### src/rtl/vliw_pkg.sv
// Shared types and widths for the VLIW writeback stage.
// Contents:
//   XLEN, REG_AW, STALL_CW  data width, register index width, stall counter width
//   slot_wb_t               one register-file write: destination, enable, data
//   wb_state_e              writeback FSM states
package vliw_pkg;

    localparam int XLEN     = 32;
    localparam int REG_AW   = 5;
    localparam int STALL_CW = 16;

    typedef struct packed {
        logic [REG_AW-1:0] rd;
        logic              we;
        logic [XLEN-1:0]   data;
    } slot_wb_t;

    typedef enum logic {
        IDLE      = 1'b0,
        WAIT_LOAD = 1'b1
    } wb_state_e;

endpackage

### src/rtl/wb_slot_reg.sv
// One writeback slot register with x0 / invalid masking.
// Ports:
//   clk, rst     clock, synchronous active-high reset
//   kill         flush: drop the write and the destination, keep data
//   load         accept a new slot from EX
//   slot_in      EX slot; we already cleared by the caller if the slot lost arbitration
//   defer        hold the write back (load: rd is kept, we stays 0 until rsp)
//   hold         keep rd/data with we=0 while a deferred write is outstanding
//   rsp_valid    complete the deferred write with rsp_data
//   slot_out     registered RF write port
module wb_slot_reg
    import vliw_pkg::*;
(
    input  logic            clk,
    input  logic            rst,
    input  logic            kill,
    input  logic            load,
    input  slot_wb_t        slot_in,
    input  logic            defer,
    input  logic            hold,
    input  logic            rsp_valid,
    input  logic [XLEN-1:0] rsp_data,
    output slot_wb_t        slot_out
);

    // A slot only writes (and is only visible to forwarding) if enabled and not x0.
    logic eff;
    assign eff = slot_in.we && (slot_in.rd != '0);

    always_ff @(posedge clk) begin
        if (rst) begin
            slot_out <= '0;
        end else if (kill) begin
            slot_out.we <= 1'b0;
            slot_out.rd <= '0;
        end else if (load) begin
            slot_out.rd   <= eff ? slot_in.rd : '0;
            slot_out.we   <= eff & ~defer;
            slot_out.data <= slot_in.data;
        end else if (rsp_valid) begin
            slot_out.we   <= 1'b1;
            slot_out.data <= rsp_data;
        end else if (hold) begin
            slot_out.we <= 1'b0;
        end else begin
            slot_out.we <= 1'b0;
            slot_out.rd <= '0;
        end
    end

endmodule

### src/rtl/wb_stage.sv
// EX->WB pipeline register for the three writing slots (ixu1, ixu2, lsu) of a VLIW bundle.
// Completes an outstanding load from the data-memory response and stalls EX meanwhile.
// Ports:
//   clk, rst                       clock, synchronous active-high reset
//   ex_valid / ex_ready            EX handshake (transfer = ex_valid & ex_ready)
//   flush                          kill held bundle and any pending load
//   ixu1_ex_*, ixu2_ex_*, lsu_ex_* slot inputs from EX
//   mem_rsp_valid, mem_rsp_data    load data return
//   ixu1_wb_*, ixu2_wb_*, lsu_wb_* RF write ports / forwarding sources
//   lsu_wb_is_load                 held lsu op is a load whose data is not yet available
//   conflict_err                   sticky: two slots of one bundle targeted the same rd
//   stall_cycles                   saturating count of cycles with ex_ready = 0
//
// state     | meaning
// IDLE      | no pending load, EX accepted every cycle
// WAIT_LOAD | held lsu load waiting for mem_rsp_valid, EX stalled
module wb_stage
    import vliw_pkg::*;
(
    input  logic                clk,
    input  logic                rst,
    input  logic                ex_valid,
    output logic                ex_ready,
    input  logic                flush,
    input  logic [REG_AW-1:0]   ixu1_ex_rd,
    input  logic                ixu1_ex_we,
    input  logic [XLEN-1:0]     ixu1_ex_data,
    input  logic [REG_AW-1:0]   ixu2_ex_rd,
    input  logic                ixu2_ex_we,
    input  logic [XLEN-1:0]     ixu2_ex_data,
    input  logic [REG_AW-1:0]   lsu_ex_rd,
    input  logic                lsu_ex_we,
    input  logic                lsu_ex_is_load,
    input  logic [XLEN-1:0]     lsu_ex_data,
    input  logic                mem_rsp_valid,
    input  logic [XLEN-1:0]     mem_rsp_data,
    output logic [REG_AW-1:0]   ixu1_wb_rd,
    output logic                ixu1_wb_we,
    output logic [XLEN-1:0]     ixu1_wb_data,
    output logic [REG_AW-1:0]   ixu2_wb_rd,
    output logic                ixu2_wb_we,
    output logic [XLEN-1:0]     ixu2_wb_data,
    output logic [REG_AW-1:0]   lsu_wb_rd,
    output logic                lsu_wb_we,
    output logic [XLEN-1:0]     lsu_wb_data,
    output logic                lsu_wb_is_load,
    output logic                conflict_err,
    output logic [STALL_CW-1:0] stall_cycles
);

    wb_state_e state, state_nxt;
    logic      accept;
    logic      v1, v2, vl;
    logic      lose1, lose2;
    logic      waiting;
    slot_wb_t  ixu1_in, ixu2_in, lsu_in;
    slot_wb_t  ixu1_q, ixu2_q, lsu_q;

    assign waiting  = (state == WAIT_LOAD);
    assign ex_ready = (state == IDLE);
    // A bundle offered in a flush cycle is dropped even though ex_ready is high.
    assign accept   = ex_valid & ex_ready & ~flush;

    assign v1 = ixu1_ex_we && (ixu1_ex_rd != '0);
    assign v2 = ixu2_ex_we && (ixu2_ex_rd != '0);
    assign vl = lsu_ex_we  && (lsu_ex_rd  != '0);

    // WAW priority lsu > ixu2 > ixu1.
    assign lose2 = v2 && vl && (ixu2_ex_rd == lsu_ex_rd);
    assign lose1 = v1 && ((v2 && (ixu1_ex_rd == ixu2_ex_rd)) ||
                          (vl && (ixu1_ex_rd == lsu_ex_rd)));

    assign ixu1_in = '{rd: ixu1_ex_rd, we: ixu1_ex_we & ~lose1, data: ixu1_ex_data};
    assign ixu2_in = '{rd: ixu2_ex_rd, we: ixu2_ex_we & ~lose2, data: ixu2_ex_data};
    assign lsu_in  = '{rd: lsu_ex_rd,  we: lsu_ex_we,           data: lsu_ex_data};

    always_ff @(posedge clk) begin
        if (rst) begin
            state <= IDLE;
        end else begin
            state <= state_nxt;
        end
    end

    always_comb begin
        state_nxt = state;
        case (state)
            IDLE:      if (accept && vl && lsu_ex_is_load) state_nxt = WAIT_LOAD;
            WAIT_LOAD: if (mem_rsp_valid)                  state_nxt = IDLE;
            default:                                       state_nxt = IDLE;
        endcase
        if (flush) state_nxt = IDLE;
    end

    always_ff @(posedge clk) begin
        if (rst) begin
            conflict_err <= 1'b0;
        end else if (accept && (lose1 || lose2)) begin
            conflict_err <= 1'b1;
        end
    end

    always_ff @(posedge clk) begin
        if (rst) begin
            stall_cycles <= '0;
        end else if (!ex_ready && (stall_cycles != '1)) begin
            stall_cycles <= stall_cycles + 1'b1;
        end
    end

    wb_slot_reg u_ixu1 (
        .clk       (clk),
        .rst       (rst),
        .kill      (flush),
        .load      (accept),
        .slot_in   (ixu1_in),
        .defer     (1'b0),
        .hold      (1'b0),
        .rsp_valid (1'b0),
        .rsp_data  ('0),
        .slot_out  (ixu1_q)
    );

    wb_slot_reg u_ixu2 (
        .clk       (clk),
        .rst       (rst),
        .kill      (flush),
        .load      (accept),
        .slot_in   (ixu2_in),
        .defer     (1'b0),
        .hold      (1'b0),
        .rsp_valid (1'b0),
        .rsp_data  ('0),
        .slot_out  (ixu2_q)
    );

    wb_slot_reg u_lsu (
        .clk       (clk),
        .rst       (rst),
        .kill      (flush),
        .load      (accept),
        .slot_in   (lsu_in),
        .defer     (lsu_ex_is_load),
        .hold      (waiting),
        .rsp_valid (waiting & mem_rsp_valid),
        .rsp_data  (mem_rsp_data),
        .slot_out  (lsu_q)
    );

    assign ixu1_wb_rd     = ixu1_q.rd;
    assign ixu1_wb_we     = ixu1_q.we;
    assign ixu1_wb_data   = ixu1_q.data;
    assign ixu2_wb_rd     = ixu2_q.rd;
    assign ixu2_wb_we     = ixu2_q.we;
    assign ixu2_wb_data   = ixu2_q.data;
    assign lsu_wb_rd      = lsu_q.rd;
    assign lsu_wb_we      = lsu_q.we;
    assign lsu_wb_data    = lsu_q.data;
    assign lsu_wb_is_load = waiting;

endmodule
### config.mk
export PLATFORM = sky130hd
export DESIGN_NAME = wb_stage
export DESIGN_NICKNAME = d
export VERILOG_FILES = /design/src/rtl/vliw_pkg.sv /design/src/rtl/wb_slot_reg.sv /design/src/rtl/wb_stage.sv
export SDC_FILE = /design/constraint.sdc
export NUM_CORES = 1
export LEC_CHECK = 0
export CAP_MARGIN = 20
export CORE_MARGIN = 5
export CORE_UTILIZATION = 42
export DETAILED_ROUTE_END_ITERATION = 8
export HOLD_SLACK_MARGIN = 0.08
export PLACE_DENSITY = 0.84
export SLEW_MARGIN = 30
export SYNTH_ARGS = -nofsm -noshare
export SYNTH_HDL_FRONTEND = slang
export SYNTH_SLANG_ARGS = --single-unit
### constraint.sdc
create_clock -name clk -period 5.2 [get_ports clk]
set_clock_uncertainty 0.05 [all_clocks]
set_input_delay 1.56 -clock clk [delete_from_list [all_inputs] [get_ports clk]]
set_output_delay 1.56 -clock clk [all_outputs]
set_load 0.03 [all_outputs]
==> qor.txt <==
Initial antenna violation count = 0
Vias in the first global route = 5150
Max frequency = 286 MHz
Placed insts = 1028
Area growth syn-to-layout = 68.8%
Num CTS Buffers = 17
Worst skew pair latency = 410 ps
Hold path cells = 2
Final Non-Filler Cells = 1060
Die Wd = 121 um
Biggest cell delay along the critical path = 750 ps
IO Count = 285
Worst Tran Pin Value = 923 ps
Final #Nets = 1053
Cell with the largest stage delay on the worst path = or3b_4
Cts repair resizes = 0
Power per cell area = 316 nW/um^2
Drt first-iter violations = 257
Largest net degree at the start of global routing = 75
Post-Syn Nets = 788
Synth area leaders = dfxtp_1 (51%), nand2_1 (15%), a21oi_1 (6.4%), a311oi_1 (5.5%), nor2_1 (4.4%)
Core Footprint = 12000 sq um
Grt total ovfl = 0
Final Cell Area = 8680 sq um
GRT Total Usage = 23.1%
Die Height = 121 um
Hold Vio Cnt, Final = 0
Share of Yosys cell area claimed by the top area cell type = 51.4%
Number of vias after detailed routing = 5328
Share of synthesized registers carrying an async set or reset = 0%
Post-DRT Antenna Nets = 0
Wire length per cell = 16.3 um
Postcts setup bufs = 0
GP Congestion = 0.866
Clk slew on worst S/H paths = 50 ps
Max-Cap Viols = 0
RSZ-0062 raised after global routing = no
Fin crit period = 3490 ps
WS Path Type = in2reg
First-pass GRT wire length = 26600 um
Row count = 40
TNS Setup = 0 ps
Initial Util = 42.8%
I/O Buffers = 284
Rel. slew slack = 38.5%
Period Utilization, post-route = 67.1%
CP endpoint kind = register
Pwr Total = 0.00274 W
Placed Area = 8070 sq um
CTS Hold Bufs = 0
Top cell type by total area after synthesis = dfxtp_1
Register bit total from synthesis = 132
Dpl hpwl = 12300 um
Type of the worst min-delay path = reg2reg
H-tree levels = 4
Die area = 14600 sq um
Max-slew violations = 0
Primary FF master, synth = dfxtp_1
Cell area after synthesis = 5140 sq um
Post-synthesis sequential area ratio = 51.4%
Final Setup Violations = 0
Antenna Cells = 0
Top-count cell post-synth = nand2_1
Startpoint Class = input pin
Ys Warns = 0
Required @ worst endpoint = 5470 ps
CTS Sinks = 132
Synthesized instance count = 635
P_leak = 3.18 nW
Remaining DRCs = 0
Worst EP arrival = 3760 ps
Vias per cell = 5.03
Fraction of layout cells with a size suffix above 1 = 5.15%
Post-synth EDFFs = 0
Peak VDD IR = 0.000205 V
WL final = 17300 um
Detailed Routing Iterations Pass 1 = 4
CTS Root Cell = clkbuf_16
Yosys cell types = 39
Outcome = complete, no violations
CTS tree = done
Max clock buf depth = 2
CP max FO = 74
Worst path cell trace = clkdlybuf4s50_1 -> or3b_4 -> buf_4 -> nand2_1 -> a311oi_1
Synth cell count leaders = nand2_1 (200), dfxtp_1 (132), a21oi_1 (66), nor2_1 (60), a311oi_1 (32)
FF-to-FF path depth = 4
Syn_area_per_cell = 8.10 sq um
## where the power goes
group          switching [W]  internal (W)  leakage (nW)
combinational       0.000220      0.000215          1.81
clock               0.000428      0.000801         0.299
sequential         0.0000210       0.00106          1.08
total               0.000669       0.00207          3.18
## per-layer routing
layer | GRT usage (%) | up-vias | routed length [um] | share of wire, %
met4 | 10.7 | 0 | 572 | 3.3
met1 | 25.3 | 2396 | 6600 | 38
met3 | 8.09 | 40 | 1460 | 8.4
li1 | - | 2671 | - | -
met2 | 39.9 | 221 | 8660 | 50
met5 | 0 | - | 0 | 0
## final timing paths
check / slack (ps) / to / from
max: 1710 / u_lsu.slot_out[15] / flush
min: 400 / u_ixu1.slot_out[27] / u_ixu1.slot_out[27]
max reg2reg: 2730 / u_lsu.slot_out[15] / lsu_wb_is_load
min reg2reg: 400 / u_ixu1.slot_out[27] / u_ixu1.slot_out[27]
## critical path, delay by kind of cell
kind / cells / cell delay, ps
buffers and inverters: 2 / 1020
AND/OR/NAND/NOR: 2 / 830
AO/OA/AOI/OAI: 1 / 270
## cell type report
cell class / count / area (sq um)
Timing Repair Buffer: 289 / 2890
Sequential cell: 132 / 2640
Tap cell: 147 / 184
Inverter: 2 / 7.51
Multi-Input combinational cell: 458 / 2340
Clock buffer: 23 / 488
Clock inverter: 9 / 125
Fill cell: 902 / 3330
## through the flow
| step | hold slack [ps] | worst slack [ps] | util [%] |
|---|---|---|---|
| 2_1_floorplan | 534 | 2380 | - |
| 3_3_place_gp | 391 | 1320 | 67.2 |
| 3_5_place_dp | 395 | 1280 | 67.2 |
| 4_1_cts | 403 | 1700 | 72.3 |
| 5_1_grt | 416 | 1560 | 72.3 |
| 6_report | 401 | 1710 | 72.3 |
## registers in the layout, summed over array words and instances, names as in the netlist
name / cells
lsu_wb_is_load: 1
u_ixu2.slot_out: 38
u_lsu.slot_out: 38
u_ixu1.slot_out: 38
stall_cycles: 16
conflict_err: 1
## layout by cell type (no fill, tap or decap), types with 3 or more instances in the layout
cell,count
a21oi_1,66
a22oi_1,5
a311oi_1,32
and2_1,10
and3_1,8
buf_4,5
bufinv_16,3
clkbuf_16,17
clkbuf_8,4
clkdlybuf4s50_1,283
clkinv_2,4
dfxtp_1,132
nand2_1,200
nand3_1,12
nand4_1,6
nor2_1,59
nor4_1,3
o21ai_0,3
or4_1,6
xnor2_1,12
xor2_1,13
## cell families after synthesis
kind of cell             Yosys count  synth area share, %
AND/OR/NAND/NOR                  318                 26.5
flip-flops                       132                 51.4
AO/OA/AOI/OAI                    113                 14.0
buffers and inverters             45                 3.41
XOR/XNOR                          25                 4.26
multiplexers                       1                0.195
adder cells (fa/ha/maj)            1                0.243
(Power assumes the default switching activity.)
